**src/rtl/seg7_mux_driver_if.sv**
```systemverilog
// Display-side bundle for seg7_mux_driver: datapath inputs, the pins it drives, and the scan FSM state.
// load is a single-cycle strobe with no backpressure: the driver always accepts it on the edge where it is high.
interface seg7_mux_driver_if #(
    parameter int DIGITS = 4,
    localparam int IW = (DIGITS > 1) ? $clog2(DIGITS) : 1
);
    logic                  enable;
    logic                  load;
    logic [4*DIGITS-1:0]   value;
    logic [DIGITS-1:0]     dp_in;
    logic                  blank_lz;
    logic [6:0]            seg;
    logic                  dp;
    logic [DIGITS-1:0]     an;
    logic [IW-1:0]         digit_idx;
    logic [1:0]            fsm_state;

    modport master (
        output enable, load, value, dp_in, blank_lz,
        input  seg, dp, an, digit_idx, fsm_state
    );

    modport slave (
        input  enable, load, value, dp_in, blank_lz,
        output seg, dp, an, digit_idx, fsm_state
    );
endinterface

```
**src/rtl/seg7_mux_driver.sv**
```systemverilog
// Time-multiplexed 7-segment driver: shadowed hex value, prescaled digit scan with a
// one-cycle all-off guard between digits, leading-zero blanking and per-digit decimal points.
module seg7_mux_driver #(
    parameter int DIGITS         = 4,
    parameter int REFRESH_DIV    = 100000,
    parameter bit SEG_ACTIVE_LOW = 1'b1,
    parameter bit AN_ACTIVE_LOW  = 1'b1,
    localparam int IW = (DIGITS > 1) ? $clog2(DIGITS) : 1,
    localparam int PW = $clog2(REFRESH_DIV)
) (
    input logic clk,
    input logic rst,
    seg7_mux_driver_if.slave bus
);
    typedef enum logic [1:0] {IDLE = 2'd0, ACTIVE = 2'd1, GUARD = 2'd2} state_t;

    localparam logic [6:0]        SEG_OFF = SEG_ACTIVE_LOW ? 7'h7F : 7'h00;
    localparam logic              DP_OFF  = SEG_ACTIVE_LOW;
    localparam logic [DIGITS-1:0] AN_OFF  = AN_ACTIVE_LOW ? {DIGITS{1'b1}} : {DIGITS{1'b0}};

    state_t              state_q, state_d;
    logic [PW-1:0]       presc_q, presc_d;
    logic [IW-1:0]       idx_q, idx_d;
    logic [4*DIGITS-1:0] shadow_value;
    logic [DIGITS-1:0]   shadow_dp;
    logic                shadow_blank;
    logic [DIGITS-1:0]   blank_mask;
    logic [6:0]          seg_q, seg_d;
    logic                dp_q, dp_d;
    logic [DIGITS-1:0]   an_q, an_d;
    logic [3:0]          nib;

    function automatic logic [6:0] decode(input logic [3:0] code);
        case (code)
            4'h0: decode = 7'h7E;  4'h1: decode = 7'h30;
            4'h2: decode = 7'h6D;  4'h3: decode = 7'h79;
            4'h4: decode = 7'h33;  4'h5: decode = 7'h5B;
            4'h6: decode = 7'h5F;  4'h7: decode = 7'h70;
            4'h8: decode = 7'h7F;  4'h9: decode = 7'h7B;
            4'hA: decode = 7'h77;  4'hB: decode = 7'h1F;
            4'hC: decode = 7'h4E;  4'hD: decode = 7'h3D;
            4'hE: decode = 7'h4F;  default: decode = 7'h47;
        endcase
    endfunction

    always_ff @(posedge clk or posedge rst) begin
        if (rst) begin
            state_q <= IDLE;
            presc_q <= '0;
            idx_q   <= '0;
        end else begin
            state_q <= state_d;
            presc_q <= presc_d;
            idx_q   <= idx_d;
        end
    end

    always_comb begin
        state_d = state_q;
        presc_d = presc_q;
        idx_d   = idx_q;
        if (!bus.enable) begin
            state_d = IDLE;
            presc_d = '0;
            idx_d   = '0;
        end else begin
            case (state_q)
                IDLE: begin
                    state_d = ACTIVE;
                    presc_d = '0;
                    idx_d   = '0;
                end
                ACTIVE: begin
                    if (presc_q == PW'(REFRESH_DIV - 1)) begin
                        state_d = GUARD;
                        presc_d = '0;
                    end else begin
                        presc_d = presc_q + 1'b1;
                    end
                end
                GUARD: begin
                    state_d = ACTIVE;
                    presc_d = '0;
                    idx_d   = (idx_q == IW'(DIGITS - 1)) ? '0 : idx_q + 1'b1;
                end
                default: begin
                    state_d = IDLE;
                    presc_d = '0;
                    idx_d   = '0;
                end
            endcase
        end
    end

    always_ff @(posedge clk or posedge rst) begin
        if (rst) begin
            shadow_value <= '0;
            shadow_dp    <= '0;
            shadow_blank <= 1'b0;
        end else if (bus.load) begin
            shadow_value <= bus.value;
            shadow_dp    <= bus.dp_in;
            shadow_blank <= bus.blank_lz;
        end
    end

    // A digit is a leading zero when it and every more-significant nibble are zero.
    always_comb begin
        logic zero_above;
        blank_mask = '0;
        zero_above = shadow_blank;
        for (int i = DIGITS - 1; i >= 1; i--) begin
            zero_above    = zero_above && (shadow_value[4*i +: 4] == 4'h0);
            blank_mask[i] = zero_above;
        end
    end

    // Outputs are derived from the next state so the registered pins line up with state_q/idx_q.
    always_comb begin
        nib  = shadow_value[4*int'(idx_d) +: 4];
        an_d  = AN_OFF;
        seg_d = SEG_OFF;
        dp_d  = DP_OFF;
        if (state_d == ACTIVE) begin
            an_d = (DIGITS'(1) << idx_d) ^ AN_OFF;
            dp_d = shadow_dp[idx_d] ^ DP_OFF;
            if (!blank_mask[idx_d]) begin
                seg_d = decode(nib) ^ SEG_OFF;
            end
        end
    end

    always_ff @(posedge clk or posedge rst) begin
        if (rst) begin
            seg_q <= SEG_OFF;
            dp_q  <= DP_OFF;
            an_q  <= AN_OFF;
        end else begin
            seg_q <= seg_d;
            dp_q  <= dp_d;
            an_q  <= an_d;
        end
    end

    assign bus.seg       = seg_q;
    assign bus.dp        = dp_q;
    assign bus.an        = an_q;
    assign bus.digit_idx = idx_q;
    assign bus.fsm_state = state_q;
endmodule

```
**src/flat_wrapper.sv**
```systemverilog
// flat-port wrapper written by rule: the top's interface ports become plain ports
module seg7_mux_driver_flat 
#(
    parameter int DIGITS         = 4,
    parameter int REFRESH_DIV    = 100000,
    parameter bit SEG_ACTIVE_LOW = 1'b1,
    parameter bit AN_ACTIVE_LOW  = 1'b1,
    localparam int IW = (DIGITS > 1) ? $clog2(DIGITS) : 1,
    localparam int PW = $clog2(REFRESH_DIV)
)
  (clk, rst, bus_enable, bus_load, bus_value, bus_dp_in, bus_blank_lz, bus_seg, bus_dp, bus_an, bus_digit_idx, bus_fsm_state);
  seg7_mux_driver_if #(.DIGITS(DIGITS)) bus_i ();
  input logic clk;
  input logic rst;
  input wire logic [$bits(bus_i.enable)-1:0] bus_enable;
  input wire logic [$bits(bus_i.load)-1:0] bus_load;
  input wire logic [$bits(bus_i.value)-1:0] bus_value;
  input wire logic [$bits(bus_i.dp_in)-1:0] bus_dp_in;
  input wire logic [$bits(bus_i.blank_lz)-1:0] bus_blank_lz;
  output wire logic [$bits(bus_i.seg)-1:0] bus_seg;
  output wire logic [$bits(bus_i.dp)-1:0] bus_dp;
  output wire logic [$bits(bus_i.an)-1:0] bus_an;
  output wire logic [$bits(bus_i.digit_idx)-1:0] bus_digit_idx;
  output wire logic [$bits(bus_i.fsm_state)-1:0] bus_fsm_state;
  assign bus_i.enable = bus_enable;
  assign bus_i.load = bus_load;
  assign bus_i.value = bus_value;
  assign bus_i.dp_in = bus_dp_in;
  assign bus_i.blank_lz = bus_blank_lz;
  assign bus_seg = bus_i.seg;
  assign bus_dp = bus_i.dp;
  assign bus_an = bus_i.an;
  assign bus_digit_idx = bus_i.digit_idx;
  assign bus_fsm_state = bus_i.fsm_state;
  seg7_mux_driver #(.DIGITS(DIGITS), .REFRESH_DIV(REFRESH_DIV), .SEG_ACTIVE_LOW(SEG_ACTIVE_LOW), .AN_ACTIVE_LOW(AN_ACTIVE_LOW)) u_core (.clk(clk), .rst(rst), .bus(bus_i));
endmodule
```
**config.mk**
```make
export PLATFORM = sky130hd
export DESIGN_NAME = seg7_mux_driver_flat
export DESIGN_NICKNAME = d
export VERILOG_FILES = /design/src/rtl/seg7_mux_driver_if.sv /design/src/rtl/seg7_mux_driver.sv /design/src/flat_wrapper.sv
export SDC_FILE = /design/constraint.sdc
export NUM_CORES = 1
export LEC_CHECK = 0
export CELL_PAD_IN_SITES_DETAIL_PLACEMENT = 0
export CELL_PAD_IN_SITES_GLOBAL_PLACEMENT = 1
export CORE_ASPECT_RATIO = 0.75
export CORE_MARGIN = 4
export CORE_UTILIZATION = 40
export DETAILED_ROUTE_END_ITERATION = 10
export GPL_TIMING_DRIVEN = 0
export MAX_ROUTING_LAYER = met4
export PLACE_DENSITY = 0.86
export SYNTH_ARGS = -nofsm -noshare
export SYNTH_HDL_FRONTEND = slang
export SYNTH_SLANG_ARGS = --single-unit
```
**constraint.sdc**
```tcl
create_clock -name clk -period 4.65 [get_ports clk]
set_input_delay 0.6975 -clock clk [delete_from_list [all_inputs] [get_ports clk]]
set_output_delay 0.6975 -clock clk [all_outputs]
set_load 0.03 [all_outputs]
```
==> flow_summary.yaml <==
critical_path:
  r2r_cells: 11
  required_ns: 4.86
  path_max_fanout: 10
  worstPathArrival_ns: 3.35
  crit_path_start_kind: "register"
  endpoint_kind: "register"
  crit_type: "register to register"
route:
  antenna_left: 0
  first_pass_iters: 4
  drt_first_iter_violations: 85
  drcViolationCount: 0
  viasPerCell: 5.100
  wirelength_mm: 5.452
  dr_total_vias: 1938
  wl_per_cell_um: 14.35
clock_network:
  postCtsSetupRepairBufs: 0
  cts_buffers: 5
  clkSinkCount: 54
  cts_tree: "done"
  clk_latency_ns: 0.31
  root_buffer: "clkbuf_8"
  cts_resized: 0
  postCtsHoldBufs: 0
  clk_pin_slew_worst_paths_ns: 0.09
  clockBufferDepth: 2
  htree_num_levels: 2
timing:
  max_slew_margin: 0.4819
  rsz0062_at_grt: "no"
  fin_skew_ns: 0.008084
  worst_slew_pin_slew_ns: 0.7690
  hold_violations: 0
  fmax_ghz: 0.3180
  finalCritPeriodShare: 0.6763
  finalWorstSetupSlack_ns: 1.505
  min_period_ns: 3.145
  fin_tns_setup_ns: 0
  slew_viol_final: 0
  setup_viol: 0
  whs_ns: 0.4905
finish:
  mostFrequentLayoutCell: "dfrtp_1"
  fin_util: 0.5198
  final_nets: 335
  n_fill_cell: 602
  drive_gt1_frac: 0.1739
  final_cell_mix: "42 x dfrtp_1, 40 x clkdlybuf4s50_1, 24 x nand2_1"
  area_growth_pct: 23.06
  n_antenna_cell: 0
grt:
  grt_max_degree: 29
  grt_pass1_vias: 1878
  grt_pass1_wl_mm: 9.246
  grt_usage: 0.1477
  antenna_found_initial: 0
  overflow: 0
min_path:
  hold_path_class: "register to register"
  min_path_cells: 1
yosys:
  synthMuxAreaShare: 0.1052
  avgSynthCellArea_um2: 10.94
  synthAdderAreaFrac: 0.05489
  ys_ff_latch: 54
  synth_simple_gate_area_frac: 0.1500
  async_flop_share: 1.000
  syn_area_um2: 2735
  synthCells: 250
  syn_nets: 287
  ys_seq_area_frac: 0.4995
  synth_xor_xnor_area_share: 0.05444
  ys_types: 40
  synth-compound-area-share: 0.1070
  yosysWarnings: 0
  synth_top_family_by_area: "simple AND/OR/NAND/NOR gates"
  synth_edf_count: 0
  synth-main-ff-cell: "dfrtp_1"
power:
  cellPowerDensity_nw_per_um2: 302.6
  total_power_w: 0.001018
  leakagePower_nw: 1.427
  irDropWorstVdd_mv: 0.1331
place:
  detailed_place_hpwl_mm: 4.159
  gp_congestion: 0.8131
  dpl_worst_slack_ns: 1.254
  port_buffers: 40
die:
  core_area_um2: 6475
  dieArea_um2: 8238
  num_rows: 25
  fp.dieH_um: 79.61
  die_w_um: 103.5
  io_pins: 41
  initial_core_util: 0.4224
run_status:
  status: "finished, final reports clean"
run:
  cap_viol_max_count: 0
==> critical path, stage by stage (launching register included) <==
cell and delay (ns):
dfrtp_1 0.45, ha_1 0.35, a22oi_4 0.37, nor2_1 0.12
buf_4 0.20, mux2i_1 0.12, o21ai_0 0.61, inv_1 0.19
ha_1 0.29, o21ai_0 0.10, o211a_1 0.17, o21ai_1 0.08
==> cells in the mapped netlist, drive strengths merged, types with 2 or more instances <==
library cell,number,area (µm²)
mux2,22,247.7
nand3b,2,15.01
nand2,24,90.09
a211oi,3,32.53
and3,8,50.05
mux2i,4,40.04
or3,2,12.51
dfrtp,42,1051
dfstp,12,315.3
nor2,17,63.81
ha,12,150.1
and2,4,25.02
xnor2,6,52.55
o211ai,2,15.01
o21ai,13,65.06
inv,11,41.29
buf,3,26.27
o221ai,5,43.79
nand3,10,50.05
clkbuf,3,11.26
a21oi,12,71.32
nor4,3,18.77
nor3,4,20.02
nand4,4,25.02
xor2,11,96.34
==> worst paths after layout <==
kind,to,startpoint,slack (ns)
min,u_core.presc_q[0]$_DFF_PP0_,u_core.presc_q[0]$_DFF_PP0_,0.49
max in group asynchronous,u_core.bus.seg[4]$_DFF_PP1_,rst,3.26
max,u_core.bus.seg[3]$_DFF_PP1_,u_core.bus.digit_idx[1]$_DFF_PP0_,1.51
max reg2reg,u_core.bus.seg[3]$_DFF_PP1_,u_core.bus.digit_idx[1]$_DFF_PP0_,1.51
min in group asynchronous,u_core.shadow_value[13]$_DFFE_PP0P_,rst,0.77
min reg2reg,u_core.presc_q[0]$_DFF_PP0_,u_core.presc_q[0]$_DFF_PP0_,0.49
==> area by class of cell <==
cell class                 count  area [µm²]  share of cell area
tap                           81       101.3             0.03011
clock buffer                   5       68.82             0.02045
timing repair buffer          41       420.4              0.1249
clock inverter                 3       40.04             0.01190
sequential                    54        1366              0.4059
buffer                         6       37.54             0.01115
multi-input combinational    179        1290              0.3833
inverter                      11       41.29             0.01227
==> flip-flops by register name, indices dropped and copies added (netlist names) <==
| signal | flops |
|---|---|
| u_core.bus.dp | 1 |
| u_core.bus.an | 4 |
| u_core.bus.seg | 7 |
| u_core.bus.fsm_state | 2 |
| u_core.shadow_blank | 1 |
| u_core.shadow_value | 16 |
| u_core.bus.digit_idx | 2 |
| u_core.presc_q | 17 |
| u_core.shadow_dp | 4 |
==> per-stage QoR <==
stage	cell area (µm²)	std cells
3_5_place_dp	3257	372
6_report	3366	380
4_1_cts	3366	380
3_3_place_gp	3237	371
5_1_grt	3366	380
2_1_floorplan	2735	250
==> logic make-up after synthesis <==
group	count (synthesis)
adders and majority gates	12
AOI/OAI and AO/OA	41
buffers and inverters	17
xor gates and xnor gates	17
DFF	54
muxes	26
and+or+nand+nor	83
==> per-layer routing <==
metal / vias up / GRT usage / part of all wire
li1: 972 / - / -
met1: 919 / 0.2209 / 0.52
met2: 43 / 0.2023 / 0.42
met3: 4 / 0.03319 / 0.045
met4: 0 / 0.03493 / 0.0073
met5: - / - / 0
==> power by group <==
group          switching (W)  internal, W
logic              0.0000949    0.0000851
registers          0.0000205     0.000507
clock network       0.000152     0.000159
total               0.000267     0.000751
Note: power is estimated with default switching activity, not from simulation.
